### src/rtl/copy_mem_pkg.sv
// Shared definitions for the packet-buffer writer and reader stages:
// FSM encoding, buffer geometry and the circular-pointer increment.
package copy_mem_pkg;

    localparam int unsigned pDATA_WIDTH = 8;
    localparam int unsigned pLEN_WIDTH  = 16;
    localparam int unsigned pDEPTH_RAM  = 3072;
    localparam int unsigned pADDR_WIDTH = $clog2(pDEPTH_RAM);
    localparam int unsigned pMAX_LEN    = 1536;
    localparam int unsigned pIFG        = 12;

    typedef enum logic [2:0] {
        IDLE  = 3'd0,
        PRIME = 3'd1,
        SEND  = 3'd2,
        IFG   = 3'd3,
        DROP  = 3'd4
    } state_t;

    // Depth need not be a power of two, so wrap explicitly at depth-1.
    function automatic int unsigned wrap_inc(input int unsigned ptr, input int unsigned depth);
        return (ptr == depth - 32'd1) ? 32'd0 : ptr + 32'd1;
    endfunction

endpackage

### src/rtl/ring_ptr_adv.sv
// Registered circular pointer with load and increment, wrapping at pDEPTH.
// Load takes priority over increment.
module ring_ptr_adv
    import copy_mem_pkg::*;
#(
    parameter int unsigned pDEPTH = copy_mem_pkg::pDEPTH_RAM,
    parameter int unsigned pWIDTH = $clog2(pDEPTH)
) (
    input  logic              iclk,
    input  logic              i_rst,
    input  logic              i_load,
    input  logic [pWIDTH-1:0] i_load_val,
    input  logic              i_inc,
    output logic [pWIDTH-1:0] o_ptr
);

    logic [pWIDTH-1:0] r_ptr;
    logic [pWIDTH-1:0] w_ptr_nxt;

    assign w_ptr_nxt = pWIDTH'(wrap_inc(32'(r_ptr), pDEPTH));

    always_ff @(posedge iclk or posedge i_rst) begin
        if (i_rst) begin
            r_ptr <= '0;
        end else if (i_load) begin
            r_ptr <= i_load_val;
        end else if (i_inc) begin
            r_ptr <= w_ptr_nxt;
        end
    end

    assign o_ptr = r_ptr;

endmodule

### src/rtl/packet_mem_to_tx.sv
// Reader stage of the packet buffer: pops committed lengths, replays the bytes
// from the circular SRAM as a GMII-style stream and commits the read pointer.
module packet_mem_to_tx #(
    parameter int unsigned pDATA_WIDTH = copy_mem_pkg::pDATA_WIDTH,
    parameter int unsigned pLEN_WIDTH  = copy_mem_pkg::pLEN_WIDTH,
    parameter int unsigned pDEPTH_RAM  = copy_mem_pkg::pDEPTH_RAM,
    parameter int unsigned pADDR_WIDTH = $clog2(pDEPTH_RAM),
    parameter int unsigned pMAX_LEN    = copy_mem_pkg::pMAX_LEN,
    parameter int unsigned pIFG        = copy_mem_pkg::pIFG
) (
    input  logic                   iclk,
    input  logic                   i_rst,
    input  logic                   i_tx_enable,
    input  logic                   i_len_empty,
    input  logic [pLEN_WIDTH-1:0]  i_len_data,
    output logic                   o_len_rd,
    output logic [pADDR_WIDTH-1:0] o_ram_addr,
    input  logic [pDATA_WIDTH-1:0] i_ram_data,
    output logic                   otx_en,
    output logic [pDATA_WIDTH-1:0] otx_d,
    output logic                   otx_er,
    output logic [pADDR_WIDTH-1:0] o_rd_ptr_succ,
    output logic                   o_pkt_done,
    output logic                   o_len_err,
    output logic                   o_busy
);

    import copy_mem_pkg::state_t;
    import copy_mem_pkg::IDLE;
    import copy_mem_pkg::PRIME;
    import copy_mem_pkg::SEND;
    import copy_mem_pkg::IFG;
    import copy_mem_pkg::DROP;
    import copy_mem_pkg::wrap_inc;

    state_t                 r_state, w_state_nxt;
    logic [pLEN_WIDTH-1:0]  r_cnt, w_cnt_nxt;
    logic                   r_len_rd, r_len_err, r_pkt_done;
    logic [pADDR_WIDTH-1:0] r_rd_ptr_succ;
    logic                   w_pop, w_err, w_done, w_commit;
    logic [pADDR_WIDTH-1:0] w_rd_ptr, w_rd_ptr_nxt;

    always_comb begin
        w_state_nxt = r_state;
        w_cnt_nxt   = r_cnt;
        w_pop       = 1'b0;
        w_err       = 1'b0;
        w_done      = 1'b0;
        w_commit    = 1'b0;
        case (r_state)
            IDLE: begin
                // A pop still in flight means the FIFO head is stale this cycle.
                if (!i_len_empty && i_tx_enable && !r_len_rd) begin
                    w_pop     = 1'b1;
                    w_cnt_nxt = i_len_data;
                    if (i_len_data == '0) begin
                        w_state_nxt = IDLE;
                    end else if (i_len_data > pLEN_WIDTH'(pMAX_LEN)) begin
                        w_state_nxt = DROP;
                        w_err       = 1'b1;
                    end else begin
                        w_state_nxt = PRIME;
                    end
                end
            end
            PRIME: w_state_nxt = SEND;
            SEND: begin
                w_cnt_nxt = r_cnt - pLEN_WIDTH'(1);
                if (r_cnt == pLEN_WIDTH'(1)) begin
                    w_state_nxt = (pIFG == 0) ? IDLE : IFG;
                    w_cnt_nxt   = pLEN_WIDTH'(pIFG);
                    w_done      = 1'b1;
                    w_commit    = 1'b1;
                end
            end
            IFG: begin
                w_cnt_nxt = r_cnt - pLEN_WIDTH'(1);
                if (r_cnt == pLEN_WIDTH'(1)) begin
                    w_state_nxt = IDLE;
                end
            end
            DROP: begin
                w_cnt_nxt = r_cnt - pLEN_WIDTH'(1);
                if (r_cnt == pLEN_WIDTH'(1)) begin
                    w_state_nxt = IDLE;
                    w_commit    = 1'b1;
                end
            end
            default: w_state_nxt = IDLE;
        endcase
    end

    always_ff @(posedge iclk or posedge i_rst) begin
        if (i_rst) begin
            r_state       <= IDLE;
            r_cnt         <= '0;
            r_len_rd      <= 1'b0;
            r_len_err     <= 1'b0;
            r_pkt_done    <= 1'b0;
            r_rd_ptr_succ <= '0;
        end else begin
            r_state    <= w_state_nxt;
            r_cnt      <= w_cnt_nxt;
            r_len_rd   <= w_pop;
            r_len_err  <= w_err;
            r_pkt_done <= w_done;
            if (w_commit) begin
                r_rd_ptr_succ <= w_rd_ptr_nxt;
            end
        end
    end

    // The commit edge is also the pointer's last advance, so commit its next value.
    assign w_rd_ptr_nxt = pADDR_WIDTH'(wrap_inc(32'(w_rd_ptr), pDEPTH_RAM));

    ring_ptr_adv #(
        .pDEPTH (pDEPTH_RAM),
        .pWIDTH (pADDR_WIDTH)
    ) u_rd_ptr (
        .iclk       (iclk),
        .i_rst      (i_rst),
        .i_load     (1'b0),
        .i_load_val ('0),
        .i_inc      ((r_state == SEND) || (r_state == DROP)),
        .o_ptr      (w_rd_ptr)
    );

    // Address runs one byte ahead of the consumed pointer to hide SRAM latency.
    ring_ptr_adv #(
        .pDEPTH (pDEPTH_RAM),
        .pWIDTH (pADDR_WIDTH)
    ) u_ram_addr (
        .iclk       (iclk),
        .i_rst      (i_rst),
        .i_load     (r_state == IDLE),
        .i_load_val (w_rd_ptr),
        .i_inc      ((r_state == PRIME) || (r_state == SEND)),
        .o_ptr      (o_ram_addr)
    );

    assign otx_en        = (r_state == SEND);
    assign otx_d         = (r_state == SEND) ? i_ram_data : '0;
    assign otx_er        = 1'b0;
    assign o_len_rd      = r_len_rd;
    assign o_len_err     = r_len_err;
    assign o_pkt_done    = r_pkt_done;
    assign o_rd_ptr_succ = r_rd_ptr_succ;
    assign o_busy        = (r_state != IDLE);

endmodule
### config.mk
export PLATFORM = sky130hd
export DESIGN_NAME = packet_mem_to_tx
export DESIGN_NICKNAME = d
export VERILOG_FILES = /design/src/rtl/copy_mem_pkg.sv /design/src/rtl/ring_ptr_adv.sv /design/src/rtl/packet_mem_to_tx.sv
export SDC_FILE = /design/constraint.sdc
export NUM_CORES = 1
export LEC_CHECK = 0
export ABC_CLOCK_PERIOD_IN_PS = 2100
export BUFFER_PORTS_ARGS = -buffer_cell sky130_fd_sc_hd__buf_2
export CAP_MARGIN = 10
export CORE_MARGIN = 3
export CORE_UTILIZATION = 50
export CTS_CLUSTER_DIAMETER = 100
export DETAILED_ROUTE_END_ITERATION = 8
export GPL_ROUTABILITY_DRIVEN = 0
export MAX_ROUTING_LAYER = met4
export PLACE_DENSITY = 0.76
export SYNTH_ARGS = -nofsm -noshare
export SYNTH_HDL_FRONTEND = slang
export SYNTH_SLANG_ARGS = --single-unit
### constraint.sdc
create_clock -name iclk -period 2.1 [get_ports iclk]
set_input_delay 0.105 -clock iclk [delete_from_list [all_inputs] [get_ports iclk]]
set_output_delay 0.105 -clock iclk [all_outputs]
set_load 0.01 [all_outputs]
==> summary.md, run 1 <==
| Metric | Value |
|---|---|
| Setup crit start | r_cnt[1] |
| CP Cell Sequence | inv_2, ha_4, nor4b_4, buf_4, nand4_4, o31ai_4, buf_12, buf_6, nor3_1, a221o_1 |
| Layout Cells excl Fill | around 570 |
| Family with the most delay on the worst path | compound AO/OA/AOI/OAI gates |
| Critical Path End | r_cnt[8] |
| Final net count | ~520 |
| R2R Path End | r_cnt[8] |
| WHS | 0.00645 ns |
| Hold Fails Final Rpt | 0 |
| Clock slew at reported path FFs | 0.06 ns |
| Post-layout min period | 2.06 ns |
| Async S/R FF share, synth | 1.00 |
| CTS sink count | a little under 60 |
| Clock latency on the worst-skew pair | 0.34 ns |
| PD cells | roughly 530 nW/um^2 |
| Initial core utilization | 0.529 |
| Cell Area, Synth | ~3400 sq um |
| Post-synth cell types | 62 |
| CTS tree | done |
| Slew Viols, Final | 0 |
| WP data required | approximately 2.3 ns |
| Worst slew margin | 0.553 |
| 1st-pass router iterations | 5 |
| Fin util | 0.682 |
| Port Buffers | 64 |
| Post-DR vias/cell | about 6.1 |
| WL per Instance | about 17 um |
| Yosys reg bits | 58 |
| Crit path depth | 10 |
| R2R Setup Slk | ~0.043 ns |
| Critical path type | reg -> reg |
| Chip Height | 88.9 um |
| Tcrit/Tclk final | 0.980 |
| DP Worst Slack | -0.0467 ns |
| Detail Route Antenna Nets | 0 |
| Overall Power | around 2.3 mW |
| Die area | roughly 7900 sq um |
| Final wirelength | roughly 9600 um |
| Number of global-route vias before repair | about 3200 |
| Seq/Total Area, Yosys | 0.422 |
| DRC violations left | 0 |
| Via count | ~3500 |
| First-pass GRT wire length | 15400 um |
| Syn Nets | ~430 |
| Slew @ Worst Pin | about 0.67 ns |
| Dpl cells | 550 |
| Total Routing Usage GR | 0.260 |
| Drt initial violations | 279 |
| Final worst slack | 0.0430 ns |
| Initial antenna violation count | 0 |
| Final setup fails | 0 |
| Worst R2R Path Depth | 10 |
| GRT overflow | 0 |
| CTS Buffer Depth | 2 |
| Commonest non-fill, non-tap cell in the layout | buf_2 |
| CP Buf/Inv Count | 4 |
| Total CTS buffers | 9 |
| Ports | between 60 and 70 |
| Post-route cell area | 4430 sq um |
| Core ar. | 6490 sq um |
| Slowest cell on crit path | dfrtp_1 |
| Status | finished, final reports clean |
| WP data arrival | 2.28 ns |
| Fmax | between 0.4 and 0.5 GHz |
| Avg Inst Size Synth | 8.75 sq um |
| RR Startpoint | r_cnt[1] |
| Layout area overhead | 28.8% |
| CP Capture Type | register |
| DP Wirelength | roughly 6800 um |
| Root Driver | clkbuf_8 |
| Mapped Cells | 393 |
| Filler cell count in the final layout | 536 |
| Yosys warnings | 0 |
| Worst path max stage delay | 0.40 ns |
| Row count | 29 |
| Post-route setup TNS | 0 ns |
| CP Max Fanout | 8 |
| Pin count of the biggest net entering global routing | 31 |
| Share of post-route cells with drive strength above 1 | 0.302 |
| Clock Skew | slightly below 0.006 ns |
| Leak | 2.08 nW |
| Hold Crit Class | in -> reg |
| H-tree depth | 3 |
| RSZ-0062 raised after global routing | yes |
| CP startpoint kind | register |
| EDFF count, synth | 0 |
| Max cap viols | 0 |
| Main synth FF type | dfrtp_1 |
| Commonest non-fill, non-tap cells in the layout | buf_2 (64), dfrtp_1 (58), nand2_1 (50) |
| N_diodes | 0 |
| Dpl cell area | a little over 4000 sq um |
| Worst VDD drop | about 360 uV |
| Die Wd | a little under 90 um |
-- metal layers --
| metal | GRT usage | up-vias | part of all wire |
|---|---|---|---|
| met1 | 0.316 | 1661 | 0.40 |
| met4 | 0.109 | 0 | 0.026 |
| li1 | - | 1646 | - |
| met3 | 0.0627 | 30 | 0.068 |
| met5 | - | - | 0 |
| met2 | 0.414 | 155 | 0.51 |
-- registers in the layout, indices dropped and copies added, names as in the netlist --
signal	flops
o_pkt_done	1
u_ram_addr.o_ptr	12
o_len_err	1
o_rd_ptr_succ	12
r_state	3
u_rd_ptr.o_ptr	12
r_cnt	16
o_len_rd	1
-- final cells by class --
type,instances,area (sq um),area share
multi-input combinational,303,1910,0.431
sequential,58,1450,0.328
timing repair buffer,110,717,0.162
inverter,9,33.8,0.00763
clock buffer,11,141,0.0319
clock inverter,5,77.6,0.0175
tap,77,96.3,0.0218
-- synthesized netlist by cell type, types with 4 or more instances --
cell,instances,area (sq um)
a31oi_1,4,25.0
ha_1,4,50.1
buf_2,4,20.0
a21oi_1,23,115
nand3_1,11,55.1
nand4_1,5,31.3
nor4_1,8,50.1
nor3_1,13,65.1
nand2b_1,4,25.0
nand2_1,50,188
o21ai_0,43,215
and3_1,18,113
o31ai_1,7,52.6
nor2_1,28,105
xnor2_1,11,96.3
clkbuf_1,15,56.3
inv_1,9,33.8
dfrtp_1,58,1450
a221o_1,6,60.1
a22o_1,6,52.6
a22oi_1,5,37.5
-- worst min path at each step --
stage                   startpoint        end  slack [ns]  cells past startpoint
floorplan           i_len_data[10]  r_cnt[10]        0.24                      2
global placement             i_rst  r_cnt[13]        0.22                      2
detailed placement           i_rst  r_cnt[13]        0.23                      2
CTS                 i_len_data[13]  r_cnt[13]       0.004                      2
global route        i_len_data[13]  r_cnt[13]       0.003                      2
finish              i_len_data[13]  r_cnt[13]       0.006                      2
-- kinds of logic (layout without fill, tap and decap cells) --
| logic type | after synthesis | after routing | synth area share |
|---|---|---|---|
| xor+xnor | 14 | 14 | 0.0357 |
| fa+ha+maj | 4 | 4 | 0.0146 |
| simple gates | 157 | 157 | 0.238 |
| compound gates | 123 | 123 | 0.234 |
| mux | 4 | 4 | 0.0124 |
| other cells | 1 | 1 | 0.00109 |
| buf+inv | 32 | 135 | 0.0419 |
| flops | 58 | 58 | 0.422 |
-- power breakdown --
part / switching (mW) / total, mW / internal [mW]
Sequential: 0 / 1.12 / 1.12
Clock: 0.455 / 1.15 / 0.696
Combinational: 0.0406 / 0.0680 / 0.0274
-- what timing repair did --
item	in CTS	in global routing
hold endpoints to repair	28	0
gates resized for setup	6	17
setup endpoints to repair	5	25
setup buffers	4	2
pin swaps	2	7
hold buffers	1	0
cloned	1	0
(Power assumes the default switching activity.)
==> run 2, diff against run 1 <==
--- a/config.mk
+++ b/config.mk
@@ -5,6 +5,7 @@
 export SDC_FILE = /design/constraint.sdc
 export NUM_CORES = 1
 export LEC_CHECK = 0
+export ABC_AREA = 1
 export ABC_CLOCK_PERIOD_IN_PS = 2100
 export BUFFER_PORTS_ARGS = -buffer_cell sky130_fd_sc_hd__buf_2
 export CAP_MARGIN = 10
@@ -13,6 +14,7 @@
 export CTS_CLUSTER_DIAMETER = 100
 export DETAILED_ROUTE_END_ITERATION = 8
 export GPL_ROUTABILITY_DRIVEN = 0
+export GPL_TIMING_DRIVEN = 0
 export MAX_ROUTING_LAYER = met4
 export PLACE_DENSITY = 0.76
 export SYNTH_ARGS = -nofsm -noshare
==> run 2 against run 1 <==
Maximum frequency increased by 7.7%. Final cell count up 26%. Count of clock-buffer cells in the layout shrank 2. Largest cell class unchanged. Highest routed layer unchanged.
==> summary.md, run 2 <==
| Metric | Value |
|---|---|
| Core ar. | about 6900 sq um |
| Post-synth top cells | nand2_1 (168), nor2_1 (91), inv_1 (68), dfrtp_1 (58), o21ai_0 (34) |
| First-pass GRT wire length | 15200 um |
| Synth area leaders | dfrtp_1 (40%), nand2_1 (17%), nor2_1 (9.4%) |
| Slew Viols, Final | 0 |
| H-tree depth | 3 |
| DRC violations left | 0 |
| Largest register FFs | 16 |
| Port Buffers | between 60 and 70 |
| Fmax | about 0.52 GHz |
| N_diodes | 0 |
| Post-synth cell types | 34 |
| Status | finished, final reports clean |
| Pin count of the biggest net entering global routing | 31 |
| CP Cell Sequence | nor2_4, inv_2, nor2_2, inv_1, buf_2, buf_2 |
| Total CTS buffers | 9 |
| Final worst slack | roughly 0.19 ns |
| CP most frequent cell | buf_2 |
| PD cells | between 1000 and 1500 nW/um^2 |
| Drt initial violations | 200 |
| Worst VDD drop | about 550 uV |
| Worst path max stage delay | 0.45 ns |
| WHS | 0.0907 ns |
| Die Wd | 91.5 um |
| Clock slew at reported path FFs | about 0.080 ns |
| Number of global-route vias before repair | roughly 3300 |
| Initial antenna violation count | 0 |
| GRT overflow | 0 |
| Final wirelength | 9030 um |
| Share of post-route cells with drive strength above 1 | 0.176 |
| Chip Height | roughly 91 um |
| Leak | 2.37 nW |
| Yosys top cell by area | dfrtp_1 |
| Tcrit/Tclk final | 0.909 |
| Mapped Cells | between 500 and 600 |
| DP Worst Slack | about 0.22 ns |
| Hold Crit Class | in -> reg |
| Total Routing Usage GR | 0.231 |
| Ports | 66 |
| Slowest cell on crit path | dfrtp_1 |
| Cell Area, Synth | 3650 sq um |
| Clock Skew | roughly 0.010 ns |
| Fin util | 0.627 |
| Async S/R FF share, synth | 1.00 |
| 1st-pass router iterations | 5 |
| Clock latency on the worst-skew pair | about 0.35 ns |
| Worst slew margin | 0.539 |
| WP data arrival | between 1.5 and 2 ns |
| Yosys warnings | 0 |
| WL per Instance | ~13 um |
| Via count | between 3000 and 4000 |
| CTS Buffer Depth | 2 |
| Post-layout min period | approximately 1.9 ns |
| Die area | 8360 sq um |
| CP startpoint kind | register |
| Family with the most delay on the worst path | buffers and inverters |
| CP Max Fanout | 10 |
| Post-synth top area share | 0.398 |
| Commonest non-fill, non-tap cells in the layout | nand2_1 (167), nor2_1 (90), inv_1 (67) |
| Initial core utilization | 0.526 |
| Slew @ Worst Pin | a little under 0.7 ns |
| Cell with the most instances after synthesis | nand2_1 |
| EDFF count, synth | 0 |
| Root Driver | clkbuf_8 |
| Post-DR vias/cell | between 5 and 6 |
| Avg Inst Size Synth | 6.71 sq um |
| CP Buf/Inv Count | 4 |
| DP Wirelength | 6720 um |
| Commonest non-fill, non-tap cell in the layout | nand2_1 |
| Syn Nets | roughly 580 |
| CP Capture Type | output port |
| Reg with most FFs | r_cnt |
| Main synth FF type | dfrtp_1 |
| CTS sink count | 58 |
| Final net count | about 650 |
| Detail Route Antenna Nets | 0 |
| Row count | 30 |
| Seq/Total Area, Yosys | 0.398 |
| Max cap viols | 0 |
| WP data required | approximately 2 ns |
| RSZ-0062 raised after global routing | no |
| CTS tree | done |
| Hold Fails Final Rpt | 0 |
| Layout area overhead | 19.2% |
| Critical path type | reg -> out |
| Final setup fails | 0 |
| Yosys reg bits | 58 |
-- run 2: changes by cell type in the layout (fill, tap and decap cells not counted), sizes merged, moves of 8 or more --
cell | previous run | this run
nand3 | 11 | 26
and3 | 18 | 0
buf | 109 | 72
inv | 9 | 75
nor4 | 10 | 0
xor2 | 3 | 12
nor2 | 29 | 94
nor3 | 13 | 5
nand2 | 50 | 171
o31ai | 8 | 0
xnor2 | 11 | 2
-- run 2: per-stage QoR --
step                power [mW]  cells  TNS, ns  area (sq um)
floorplan                 4.29    544        0          3650
global placement          5.07    704   -12.39          4090
detailed placement        5.19    705        0          4110
CTS                       6.40    722        0          4350
global route              6.98    722        0          4350
finish                    6.41    722        0          4350
-- run 2: worst min-delay path, cell delays in order --
cell and delay, ns:
buf_2 0.09, o21ai_1 0.07, a21oi_1 0.14
-- run 2: worst paths after layout --
path | from | end | slack (ns) | cells past startpoint
worst max-delay path | r_state[1] | o_busy | 0.19 | 6
worst min-delay path | i_len_data[13] | r_cnt[13] | 0.09 | 3
min in group asynchronous | i_rst | o_rd_ptr_succ[4] | 0.41 | 3
worst max register to register | r_state[1] | r_cnt[10] | 0.27 | 7
max in group asynchronous | i_rst | r_cnt[1] | 1.09 | 4
worst min register to register | o_rd_ptr_succ[7] | o_rd_ptr_succ[7] | 0.48 | 2
-- run 2: area by class of cell --
| type | instances | area (sq um) |
|---|---|---|
| buffer | 10 | 62.6 |
| clock buffer | 9 | 124 |
| clock inverter | 7 | 101 |
| fill | 614 | 2590 |
| inverter | 75 | 288 |
| multi-input combinational | 401 | 1850 |
| sequential | 58 | 1450 |
| tap | 96 | 120 |
| timing repair buffer | 66 | 350 |
-- run 2: cells by family after synthesis --
logic type                 Yosys count  synth area share
xor gates and xnor gates            14            0.0336
AOI/OAI and AO/OA                   69             0.103
buffers and inverters               85            0.0960
and+or+nand+nor                    313             0.355
DFF                                 58             0.398
adders and majority gates            4            0.0137
other                                1           0.00103
-- run 2: per-layer routing --
| layer | global-route usage | vias to the layer above | share of wire |
|---|---|---|---|
| met5 | - | - | 0 |
| met4 | 0.0879 | 0 | 0.015 |
| met3 | 0.0514 | 12 | 0.072 |
| met2 | 0.329 | 123 | 0.43 |
| met1 | 0.320 | 1623 | 0.48 |
| li1 | - | 1853 | - |
-- run 2: repair_timing --
action | in CTS | in global routing
hold buffers | 1 | 0
setup buffers | 0 | 0
endpoints found under the setup margin | 0 | 2
hold endpoints to repair | 29 | 0
resized for setup | 0 | 2
-- run 2: power breakdown --
part | internal [mW] | switching (mW) | leakage [nW] | total [mW]
logic | 1.17 | 2.14 | 1.52 | 3.30
registers | 1.50 | 0.410 | 0.749 | 1.91
clock network | 0.675 | 0.520 | 0.106 | 1.20
total | 3.34 | 3.07 | 2.37 | 6.41
